===== config.mk =====
export PLATFORM = sky130hd
export DESIGN_NAME = steer_en_mc
export DESIGN_NICKNAME = d
export VERILOG_FILES = /design/src/rtl/steer_en_mc.sv
export SDC_FILE = /design/constraint.sdc
export NUM_CORES = 1
export LEC_CHECK = 0
export ABC_AREA = 1
export BUFFER_PORTS_ARGS = -buffer_cell sky130_fd_sc_hd__clkbuf_2
export CORE_MARGIN = 10
export CORE_UTILIZATION = 40
export DETAILED_ROUTE_END_ITERATION = 6
export GPL_TIMING_DRIVEN = 1
export MAX_ROUTING_LAYER = met4
export PLACE_DENSITY_LB_ADDON = 0.25
export SLEW_MARGIN = 20
export SYNTH_ARGS = -nofsm -noshare
export SYNTH_HDL_FRONTEND = slang
export SYNTH_SLANG_ARGS = --single-unit

===== constraint.sdc =====
create_clock -name clk -period 4.4 [get_ports clk]
set_input_delay 0.44 -clock clk [delete_from_list [all_inputs] [get_ports clk]]
set_output_delay 0.44 -clock clk [all_outputs]
set_load 0.01 [all_outputs]

===== src/rtl/steer_en_mc.sv =====
// steer_en_mc : multi-channel rider detect / steer enable
//
// Sums NUM_CELLS load-cell readings into a total weight and a signed
// left-minus-right imbalance on every sample strobe. A three-state
// controller uses these to decide whether a rider is present, and whether
// the rider has stood balanced for long enough to allow steering.
//
//   state | meaning
//   ------+------------------------------------------------------------
//   OFF   | no rider; rider_off=1, en_steer=0
//   WAIT  | rider present, timing a balanced stance; en_steer=0
//   STEER | rider present and settled; en_steer=1
//
// Ports:
//   clk          in   system clock
//   rst          in   asynchronous active-high reset
//   vld          in   one-clk strobe, ld_cells valid this cycle
//   ld_cells     in   packed readings, cell i at [i*LD_W +: LD_W]
//                     (cells 0..NUM_CELLS/2-1 left, the rest right)
//   ld_sum       out  registered total weight, SUM_W bits
//   ld_cell_diff out  registered signed left-minus-right, SUM_W+1 bits
//   rider_off    out  high when no rider is on the platform
//   en_steer     out  high when steering is permitted

module steer_en_mc #(
    parameter int              NUM_CELLS    = 2,
    parameter int              LD_W         = 12,
    parameter logic [LD_W-1:0] MIN_RIDER_WT = 'h200,
    parameter logic [LD_W-1:0] WT_HYST      = 'h040,
    parameter int              TMR_CYC      = 67108864,
    localparam int             SUM_W        = LD_W + $clog2(NUM_CELLS)
) (
    input  logic                      clk,
    input  logic                      rst,
    input  logic                      vld,
    input  logic [NUM_CELLS*LD_W-1:0] ld_cells,
    output logic [SUM_W-1:0]          ld_sum,
    output logic signed [SUM_W:0]     ld_cell_diff,
    output logic                      rider_off,
    output logic                      en_steer
);

    localparam int HALF = NUM_CELLS / 2;
    // A single-cycle timer would give $clog2 of zero; keep at least one bit.
    localparam int TW   = ($clog2(TMR_CYC) < 1) ? 1 : $clog2(TMR_CYC);

    typedef enum logic [1:0] {
        ST_OFF   = 2'd0,
        ST_WAIT  = 2'd1,
        ST_STEER = 2'd2
    } state_t;

    state_t state;
    logic [TW-1:0] timer;

    logic [SUM_W-1:0]      left_sum;
    logic [SUM_W-1:0]      right_sum;
    logic [SUM_W-1:0]      sum_next;
    logic signed [SUM_W:0] diff_next;

    logic [SUM_W:0]   diff_abs;
    logic [SUM_W:0]   sum_ext;
    logic [SUM_W:0]   bal_lim;
    logic [SUM_W:0]   lean_lim;
    logic [SUM_W-1:0] off_thr;
    logic             present_hi;
    logic             present_lo;
    logic             balanced;
    logic             leaning;

    always_comb begin
        left_sum  = '0;
        right_sum = '0;
        for (int i = 0; i < NUM_CELLS; i++) begin
            if (i < HALF)
                left_sum  = left_sum  + SUM_W'(ld_cells[i*LD_W +: LD_W]);
            else
                right_sum = right_sum + SUM_W'(ld_cells[i*LD_W +: LD_W]);
        end
    end

    // Each half sums at most NUM_CELLS/2 readings, so both halves and their
    // total fit SUM_W; the extra sign bit makes the difference exact.
    assign sum_next  = left_sum + right_sum;
    assign diff_next = $signed({1'b0, left_sum}) - $signed({1'b0, right_sum});

    always_ff @(posedge clk or posedge rst) begin
        if (rst) begin
            ld_sum       <= '0;
            ld_cell_diff <= '0;
        end else if (vld) begin
            ld_sum       <= sum_next;
            ld_cell_diff <= diff_next;
        end
    end

    // The most negative difference is -(right max), well above -2^SUM_W,
    // so negation cannot overflow at SUM_W+1 bits.
    assign diff_abs = ld_cell_diff[SUM_W] ? $unsigned(-ld_cell_diff)
                                          : $unsigned(ld_cell_diff);
    assign sum_ext  = {1'b0, ld_sum};
    assign bal_lim  = {3'b000, ld_sum[SUM_W-1:2]};
    assign lean_lim = sum_ext - {5'b00000, ld_sum[SUM_W-1:4]};
    assign off_thr  = SUM_W'(MIN_RIDER_WT - WT_HYST);

    assign present_hi = ld_sum > SUM_W'(MIN_RIDER_WT);
    assign present_lo = ld_sum < off_thr;
    assign balanced   = diff_abs < bal_lim;
    assign leaning    = diff_abs > lean_lim;

    always_ff @(posedge clk or posedge rst) begin
        if (rst) begin
            state     <= ST_OFF;
            timer     <= '0;
            rider_off <= 1'b1;
            en_steer  <= 1'b0;
        end else begin
            case (state)
                ST_OFF: begin
                    if (present_hi) begin
                        state     <= ST_WAIT;
                        timer     <= '0;
                        rider_off <= 1'b0;
                        en_steer  <= 1'b0;
                    end
                end
                ST_WAIT: begin
                    if (present_lo) begin
                        state     <= ST_OFF;
                        rider_off <= 1'b1;
                        en_steer  <= 1'b0;
                    end else if (!balanced) begin
                        timer <= '0;
                    end else if (timer == TW'(TMR_CYC - 1)) begin
                        state    <= ST_STEER;
                        en_steer <= 1'b1;
                    end else begin
                        timer <= timer + 1'b1;
                    end
                end
                ST_STEER: begin
                    if (present_lo) begin
                        state     <= ST_OFF;
                        rider_off <= 1'b1;
                        en_steer  <= 1'b0;
                    end else if (leaning) begin
                        state    <= ST_WAIT;
                        timer    <= '0;
                        en_steer <= 1'b0;
                    end
                    // Between balanced and leaning the rider keeps steering.
                end
                default: begin
                    state     <= ST_OFF;
                    timer     <= '0;
                    rider_off <= 1'b1;
                    en_steer  <= 1'b0;
                end
            endcase
        end
    end

endmodule


==> impl_metrics.tcl, run 1 <==
set metrics [dict create \
    finalPower_mw 2.22 \
    via_per_inst 5.06 \
    ys_types 47 \
    drcViolationCount 0 \
    insertion_delay_ns 0.30 \
    cts_tree "done" \
    avgSynthCellArea_um2 6.92 \
    gp_congestion 0.912 \
    grt_pass1_wl_um 25300 \
    clockPowerShare_pct 20.0 \
    reg2regPathDepth 22 \
    ys_warn_count 0 \
    fin_cells 1040 \
    slew_viol_final 0 \
    setup_viol 0 \
    rsz0062_at_grt "false" \
    crit-reg2reg-launch "ld_cell_diff[0]" \
    netlist_area_um2 5620 \
    ant_nets 0 \
    start_util_pct 40.6 \
    io_buffers 55 \
    cp_top_family "simple AND/OR/NAND/NOR gates" \
    cts_made_buffers 5 \
    synth_cells 812 \
    cts.path.max_buffers 2 \
    final_area_um2 6200 \
    synth_top_area_share_pct 24.1 \
    final_hold_viol_count 0 \
    fin_skew_ns 0.00992 \
    num_antenna_cells 0 \
    die_w_um 138 \
    cp-start-kind "flop" \
    slowest_delay_ns 0.42 \
    yosys.area_share.simple_pct 30.9 \
    worst_ep_arrival_time_ns 4.08 \
    place_area_um2 6050 \
    synthFlopType "dfrtp_1" \
    synth_edf_count 0 \
    leakage_nw 3.29 \
    cts.sink_count 55 \
    grt_pass1_vias 4999 \
    placed_cells 1033 \
    synth_area_leaders "dfrtp_1 (24%), ha_1 (14%), nand2_1 (12%), inv_1 (7.6%), xor2_1 (6.9%)" \
    fin_setup_tns_ns 0 \
    root_buffer "clkbuf_16" \
    routed_wl_um 14700 \
    wl_per_cell_um 14.1 \
    p_comb_share_pct 50.5 \
    synth.most_common_cell "nand2_1" \
    worst_slew_pin_slew_ns 0.872 \
    vdd_ir_drop_max_v 0.000136 \
    finalCritPeriodShare_pct 88.4 \
    slowest_stage "dfrtp_1" \
    synth_top_family_by_area "simple AND/OR/NAND/NOR gates" \
    p_switching_uw 981 \
    reg2reg_setup_slack_ns 0.51 \
    synth_common_cells "nand2_1 (181), inv_1 (113), nor2_1 (78)" \
    syn-num-nets 906 \
    p_int_mw 1.24 \
    first_pass_iters 5 \
    power_per_cell_area_nw_per_um2 358 \
    grt_overflow 0 \
    drt_iter0_drc 396 \
    grt_max_degree 56 \
    fmax_mhz 257 \
    dieHeight_um 138 \
    cp_max_fo 26 \
    crit_path_frequent_cell "nand2_1" \
    yosysTopAreaCell "dfrtp_1" \
    vias 5266 \
    status "finished clean" \
    cp.required_ns 4.59 \
    synthArstFlopShare_pct 100 \
    worstSetupPathType "flop to flop" \
    layout_min_cycle_time_ns 3.89 \
    hold_path_class "input pin to asynchronous set/reset pin" \
    cp_num_buf_inv 2 \
    seq_area_frac_synth_pct 24.5 \
    grt_antenna_before_repair 0 \
    grt_usage_pct 15.7 \
    muxShareOfSynthArea_pct 0 \
    hpwl_um 11700 \
    nNetsFinal 954 \
    crit_chain "inv_1, ha_1, fa_1, nand3b_1, and2_1, inv_1, a21oi_1, o21ai_0, nor3_1, xor2_1, ha_1, nand2_1, nor4_1, nand2_1, nand2_1, nand2_1, nand2_1, nand2_1, nor2_2, o21ai_4, nand2_2, nand2_1" \
    relSlewSlack_pct 41.8 \
    cts.reportedPaths.clkPinSlew_ns 0.07 \
    core_um2 13800 \
    cts_hold_buf 0 \
    ios 56 \
    p_sw_share_pct 44.2 \
    r2r-end "timer[11]" \
    worst_setup_path_end_kind "flop" \
    final_util_pct 44.9 \
    power.share.sequential_pct 29.5 \
    h-tree-depth 2 \
    area_growth_pct 10.5 \
    die_area_um2 19200 \
    synth-seq-cells 55 \
    core.rowCount 43 \
    drive_gt1_share_pct 11.6 \
    synthAdderAreaFrac_pct 15.3 \
    post_cts_buffers 0 \
    synth_compound_area_share_pct 11.5 \
    ctsResizeCount 0 \
    synthXorXnorAreaFrac_pct 7.95 \
    maxCapViolCount 0 \
]
[worst max-delay path by stage]
stage | startpoint | end | slack, ns | cells past startpoint
2_1_floorplan | ld_cell_diff[0] | timer[18] | 0.69 | 23
3_3_place_gp | ld_cell_diff[0] | timer[2] | 0.59 | 22
3_5_place_dp | ld_cell_diff[0] | timer[19] | 0.50 | 22
4_1_cts | ld_cell_diff[0] | timer[19] | 0.48 | 22
5_1_grt | ld_cell_diff[0] | timer[25] | 0.07 | 22
6_report | ld_cell_diff[0] | timer[11] | 0.51 | 22
[sequential cells by signal, summed over array words and instances, names as in the netlist]
name and count:
timer 26, ld_cell_diff 13, en_steer 1, state 2
rider_off 1, ld_sum 12
[through the flow]
stage	hold WS, ns	worst slack (ns)
global placement	0.461	0.594
CTS	0.360	0.477
finish	0.297	0.508
floorplan	0.481	0.690
global route	0.419	0.0668
detailed placement	0.462	0.497
[kinds of logic after synthesis]
kind of cell             Yosys count
AND/OR/NAND/NOR                  389
buffers and inverters            135
AO/OA/AOI/OAI                    114
adder cells (fa/ha/maj)           67
flip-flops                        55
XOR/XNOR                          51
other                              1
[cells in the final DEF (no fill, tap or decap), types with 2 or more instances in the layout]
cell / Yosys / routed
nor4_1: 5 / 5
ha_1: 64 / 64
nor3_1: 15 / 15
buf_4: 2 / 5
o21ai_2: 2 / 2
a21o_1: 3 / 3
o21ai_0: 46 / 46
nand2_1: 181 / 181
xor2_1: 44 / 44
nand4_1: 22 / 22
a21oi_1: 41 / 41
xnor2_1: 7 / 7
fa_1: 3 / 3
dfrtp_1: 54 / 54
a211oi_1: 2 / 2
clkbuf_16: 0 / 5
a31oi_1: 4 / 4
and2_1: 2 / 2
o21a_1: 2 / 2
inv_2: 1 / 2
nor2_1: 78 / 78
inv_1: 113 / 112
nand2_2: 13 / 13
nand3_2: 3 / 3
o31ai_1: 3 / 3
clkbuf_2: 0 / 55
nand3_1: 57 / 57
nand3b_1: 2 / 2
o22ai_1: 3 / 3
nor2_2: 7 / 7
[layout make-up]
| class | count | area [um2] |
|---|---|---|
| repair buffers | 60 | 313 |
| clock inverters | 1 | 30.0 |
| flip-flops and latches | 55 | 1380 |
| clock buffers | 6 | 129 |
| inverters | 116 | 437 |
| multi-input cells | 622 | 3690 |
| fillers | 1440 | 7620 |
| well taps | 180 | 225 |
[power by group through the flow]
stage | combinational [mW] | clock, mW | sequential (mW)
2_1_floorplan | 0.818 | 0 | 0.656
3_3_place_gp | 1.11 | 0 | 0.666
3_5_place_dp | 1.12 | 0 | 0.665
4_1_cts | 1.13 | 0.458 | 0.655
5_1_grt | 1.29 | 0.478 | 0.666
6_report | 1.12 | 0.444 | 0.655
[per-layer routing]
layer,GRT usage (%),wire (um)
met1,22.0,7630
met5,-,0
met3,1.51,407
met4,4.00,184
met2,23.5,6470
[worst min-delay path, cell delays in order]
cell and delay (ns):
clkbuf_2 0.08, inv_2 0.03, buf_4 0.53
No activity file was read; power rests on OpenSTA's default activity.
==> inputs of run 2 (changes only) <==
--- a/config.mk
+++ b/config.mk
@@ -8,11 +8,11 @@
 export ABC_AREA = 1
 export BUFFER_PORTS_ARGS = -buffer_cell sky130_fd_sc_hd__clkbuf_2
 export CORE_MARGIN = 10
-export CORE_UTILIZATION = 40
+export CORE_UTILIZATION = 45
 export DETAILED_ROUTE_END_ITERATION = 6
 export GPL_TIMING_DRIVEN = 1
 export MAX_ROUTING_LAYER = met4
-export PLACE_DENSITY_LB_ADDON = 0.25
+export PLACE_DENSITY = 0.69
 export SLEW_MARGIN = 20
 export SYNTH_ARGS = -nofsm -noshare
 export SYNTH_HDL_FRONTEND = slang
==> constraint.sdc (replaced) <==
create_clock -name clk -period 3.8 [get_ports clk]
set_input_delay 0.38 -clock clk [delete_from_list [all_inputs] [get_ports clk]]
set_output_delay 0.38 -clock clk [all_outputs]
set_load 0.01 [all_outputs]
==> run 2 against run 1 <==
Critical path depth down 1. Die area decreased by 9.5%. Final area grew 2.4%. Highest routed layer unchanged.
==> impl_metrics.tcl, run 2 (synthesis gave the netlist of run 1 again) <==
set metrics [dict create \
    final_area_um2 6350 \
    setup_viol 0 \
    regMostFlops "timer" \
    nNetsFinal 970 \
    area_growth_pct 13.1 \
    finalCritPeriodShare_pct 92.2 \
    vias 5401 \
    cts_made_buffers 5 \
    routed_wl_um 15200 \
    grt_pass1_wl_um 24900 \
    slowest_stage "dfrtp_1" \
    ant_nets 0 \
    cp.required_ns 4.04 \
    critPathLaunch "ld_sum[5]" \
    root_buffer "clkbuf_16" \
    reg.largest.list "timer (26), ld_cell_diff (13), ld_sum (12)" \
    die_area_um2 17400 \
    insertion_delay_ns 0.30 \
    worst_setup_path_end_kind "flop" \
    cts_tree "done" \
    grt_overflow 0 \
    dieHeight_um 132 \
    final_common_cell "nand2_1" \
    crit-reg2reg-launch "ld_sum[5]" \
    via_per_inst 5.17 \
    cts.sink_count 55 \
    die_w_um 132 \
    core.rowCount 40 \
    drive_gt1_share_pct 13.7 \
    slowest_delay_ns 0.40 \
    core_um2 12100 \
    mostFrequentLayoutCells "nand2_1 (181), inv_1 (112), nor2_1 (78)" \
    crit_path_frequent_cell "nand2_1" \
    power_per_cell_area_nw_per_um2 413 \
    place_area_um2 6110 \
    cp-start-kind "flop" \
    fmax_mhz 285 \
    start_util_pct 46.4 \
    leakage_nw 3.37 \
    grt_usage_pct 17.2 \
    cts.reportedPaths.clkPinSlew_ns 0.08 \
    drcViolationCount 0 \
    crit_chain "buf_4, inv_1, ha_1, nand3b_1, and2_1, o221ai_1, a31oi_1, xor2_1, ha_1, nand2_1, nor4_1, nand2_1, nand2_1, nand2_1, nand2_1, nand2_1, nor2_4, buf_4, buf_8, nand4_1, nand2_1" \
    maxCapViolCount 0 \
    worstSetupPathType "flop to flop" \
    relSlewSlack_pct 42.3 \
    final_hold_viol_count 0 \
    num_antenna_cells 0 \
    final_util_pct 52.4 \
    slew_viol_final 0 \
    ios 56 \
    grt_antenna_before_repair 0 \
    largest_reg_flops 26 \
    fin_skew_ns 0.00652 \
    worst_slew_pin_slew_ns 0.864 \
    gp_congestion 0.932 \
    wl_per_cell_um 14.5 \
    layout_min_cycle_time_ns 3.51 \
    h-tree-depth 2 \
    cts.path.max_buffers 2 \
    first_pass_iters 5 \
    io_buffers 55 \
    grt_pass1_vias 5100 \
    drt_iter0_drc 489 \
    hpwl_um 11800 \
    cp_max_fo 14 \
    vdd_ir_drop_max_v 0.000194 \
    hold_path_class "input pin to asynchronous set/reset pin" \
    worst_ep_arrival_time_ns 3.75 \
    status "finished clean" \
    cts_hold_buf 0 \
    grt_max_degree 39 \
]
==> run 2: final timing paths <==
kind / to / slack [ns] / cells past startpoint
worst max-delay path: timer[16] / 0.29 / 21
worst min register to register: en_steer / 0.47 / 2
min in group clk: en_steer / 0.47 / 2
worst max register to register: timer[16] / 0.29 / 21
worst min-delay path: timer[0] / 0.04 / 2
max in group asynchronous: rider_off / 2.89 / 3
==> run 2: metal layers <==
metal	vias to the layer above	track usage [%]	part of all wire (%)
met5	-	-	0
met4	0	4.33	1.3
met3	12	2.67	6.1
met2	151	25.5	44
met1	2465	24.0	49
li1	2773	-	-
==> run 2: critical path: cells and delay by family (launching register included) <==
kind                       cells  cell delay (ns)
and+or+nand+nor               12             1.29
adders and majority gates      2             0.58
buffers and inverters          4             0.54
AOI/OAI and AO/OA              2             0.45
DFF                            1             0.40
xor gates and xnor gates       1             0.17
==> run 2: layout make-up <==
| class | instances | area (um2) |
|---|---|---|
| fill | 1244 | 5760 |
| multi-input combinational | 625 | 3750 |
| sequential | 55 | 1380 |
| inverter | 116 | 437 |
| timing repair buffer | 73 | 434 |
| tap | 168 | 210 |
| clock buffer | 6 | 129 |
| clock inverter | 2 | 12.5 |
==> run 2: what timing repair did <==
item                       CTS  global route
setup endpoints to repair    0            29
resized for setup            0            10
setup buffers                0             2
==> run 2: per-stage QoR <==
stage               std cells  total power, mW  worst slack [ns]  hold slack (ns)   TNS [ns]
floorplan                 812             1.71            0.0898            0.481          0
global placement         1032             2.09             0.171            0.385          0
detailed placement       1032             2.10            0.0431            0.394          0
CTS                      1040             2.58            0.0378           0.0684          0
global route             1045             2.87         -0.000167           0.0795  -0.000167
finish                   1045             2.62             0.295           0.0384          0
==> run 2: where the power goes <==
group | internal, mW | switching, mW
logic | 0.525 | 0.888
registers | 0.654 | 0.0866
clock network | 0.244 | 0.225
total | 1.42 | 1.20
==> inputs of run 3 (changes only) <==
--- a/config.mk
+++ b/config.mk
@@ -12,7 +12,6 @@
 export DETAILED_ROUTE_END_ITERATION = 6
 export GPL_TIMING_DRIVEN = 1
 export MAX_ROUTING_LAYER = met4
-export PLACE_DENSITY = 0.69
 export SLEW_MARGIN = 20
 export SYNTH_ARGS = -nofsm -noshare
 export SYNTH_HDL_FRONTEND = slang
==> run 3 against run 2 <==
Clock-buffer cell count grew 1. Via count grew 1.9%. Combinational power grew 4%. Clock skew grew 0.0029 ns. Total power grew 4.5%. Final area grew 0.75%. Largest power group unchanged. Sequential share of layout area shrank 0.12 points. Cell count shrank 0.29%. Maximum frequency shrank 1.3%. Utilization grew 0.39 points.
==> impl_metrics.tcl, run 3 (synthesis gave the netlist of run 1 again) <==
set metrics [dict create \
    fin_skew_ns 0.00946 \
    ios 56 \
    cts.reportedPaths.clkPinSlew_ns 0.07 \
    status "finished clean" \
    regMostFlops "timer" \
    met1_usage_pct 25.7 \
    nNetsFinal 967 \
    setup_viol 0 \
    drt_iter0_drc 423 \
    wl_per_cell_um 15.4 \
    power.share.sequential_pct 27.3 \
    cp_max_fo 13 \
    area_growth_pct 13.9 \
    grt_antenna_before_repair 0 \
    cts_tree "done" \
    p_switching_mw 1.24 \
    routed_wl_um 16100 \
    cts.sink_count 55 \
    cp-start-kind "flop" \
    grt_pass1_wl_um 25800 \
    drcViolationCount 0 \
    p_sw_share_pct 45.1 \
    die_area_um2 17400 \
    met2_usage_pct 26.6 \
    worst_ep_arrival_time_ns 3.79 \
    finalCritPeriodShare_pct 93.4 \
    root_buffer "clkbuf_16" \
    cp.required_ns 4.04 \
    maxCapViolCount 0 \
    worst_slew_pin_slew_ns 0.908 \
    ant_nets 0 \
    drive_gt1_share_pct 14.1 \
    power_per_cell_area_nw_per_um2 428 \
    fmax_mhz 282 \
    cts.path.max_buffers 2 \
    slew_viol_final 0 \
    hpwl_um 12200 \
    final_area_um2 6400 \
    vdd_ir_drop_max_v 0.000212 \
    cts_hold_buf 0 \
    die_w_um 132 \
    worstSetupPathType "flop to flop" \
    final_util_pct 52.8 \
    busiest_layer "met2" \
    vias 5504 \
    clockPowerShare_pct 19.3 \
    leakage_nw 3.38 \
    start_util_pct 46.4 \
    insertion_delay_ns 0.30 \
    core.rowCount 40 \
    first_pass_iters 5 \
    worst_setup_path_end_kind "flop" \
    final_common_cell "nand2_1" \
    rsz0062_at_grt "false" \
    grt_max_degree 40 \
    reg2reg_setup_slack_ns 0.25 \
    cts_made_buffers 5 \
    via_per_inst 5.28 \
    p_int_mw 1.50 \
    gp_congestion 0.904 \
    hold_ws_ns 0.235 \
    relSlewSlack_pct 39.4 \
    largest_reg_flops 26 \
    dieHeight_um 132 \
    core_um2 12100 \
    grt_overflow 0 \
    place_area_um2 6100 \
    mostFrequentLayoutCells "nand2_1 (180), inv_1 (112), nor2_1 (77)" \
    h-tree-depth 2 \
    hold_path_class "input pin to asynchronous set/reset pin" \
    met3_usage_pct 2.40 \
    grt_pass1_vias 5156 \
    layout_min_cycle_time_ns 3.55 \
    p_comb_share_pct 53.5 \
    grt_usage_pct 18.0 \
    final_hold_viol_count 0 \
    fillCellCount 1225 \
    io_buffers 55 \
    reg.largest.list "timer (26), ld_cell_diff (13), ld_sum (12)" \
    num_antenna_cells 0 \
]
[run 3: worst paths after layout]
path,start,endpoint,cells after the start
worst max register to register,ld_sum[4],timer[6],22
min in group clk,ld_cells[12],ld_cell_diff[0],3
worst min register to register,en_steer,en_steer,2
max in group asynchronous,rst,rider_off,3
worst max-delay path,ld_sum[4],timer[6],22
worst min-delay path,rst,ld_sum[1],2
[run 3: final cells by class]
class                      instances  area [um2]  share of cell area (%)
multi-input combinational        625        3780                    59.1
sequential                        55        1380                    21.6
inverter                         116         437                    6.82
timing repair buffer              70         430                    6.73
tap                              168         210                    3.29
clock buffer                       7         133                    2.07
clock inverter                     1        30.0                   0.469
[run 3: critical path, stage by stage, from the launching register on]
cell and delay, ns:
dfrtp_1 0.40, ha_1 0.23, fa_2 0.35, nand3b_1 0.16, and2_1 0.18, inv_1 0.08
a21oi_2 0.08, o21ai_2 0.18, nor3_2 0.06, xor2_1 0.16, ha_1 0.29, nand2_2 0.07
nor4_2 0.26, nand2_1 0.08, nand2_1 0.07, nand2_1 0.06, nand2_1 0.06, nand2_1 0.08
nor2_4 0.13, buf_12 0.15, clkbuf_16 0.18, nand3_1 0.09, nand2_1 0.08
[run 3: repair_timing]
item	CTS	global route
resized for setup	2	13
pin swaps	0	2
setup buffers	0	2
setup endpoints to repair	26	29
gates cloned	1	3
[run 3: stage by stage]
stage                     setup WS [ns]  cells  power (mW)  setup TNS (ns)
after floorplan                  0.0898    812        1.71               0
after global placement            0.101   1028        2.08               0
after detailed placement        -0.0785   1028        2.11           -1.50
after CTS                       0.00710   1037        2.67               0
after global routing            0.00527   1042        2.97               0
final                             0.249   1042        2.74               0
[run 3: metal layers]
layer,vias up,routed length (um)
li1,2768,-
met1,2578,8130
met2,149,7000
met3,9,811
met4,0,134
met5,-,0
[run 3: power groups by stage]
| stage | logic, mW | registers, mW | clock network [mW] |
|---|---|---|---|
| after floorplan | 0.947 | 0.759 | 0 |
| after global placement | 1.32 | 0.751 | 0 |
| after detailed placement | 1.36 | 0.756 | 0 |
| after CTS | 1.38 | 0.745 | 0.538 |
| after global routing | 1.65 | 0.759 | 0.564 |
| final | 1.47 | 0.747 | 0.528 |
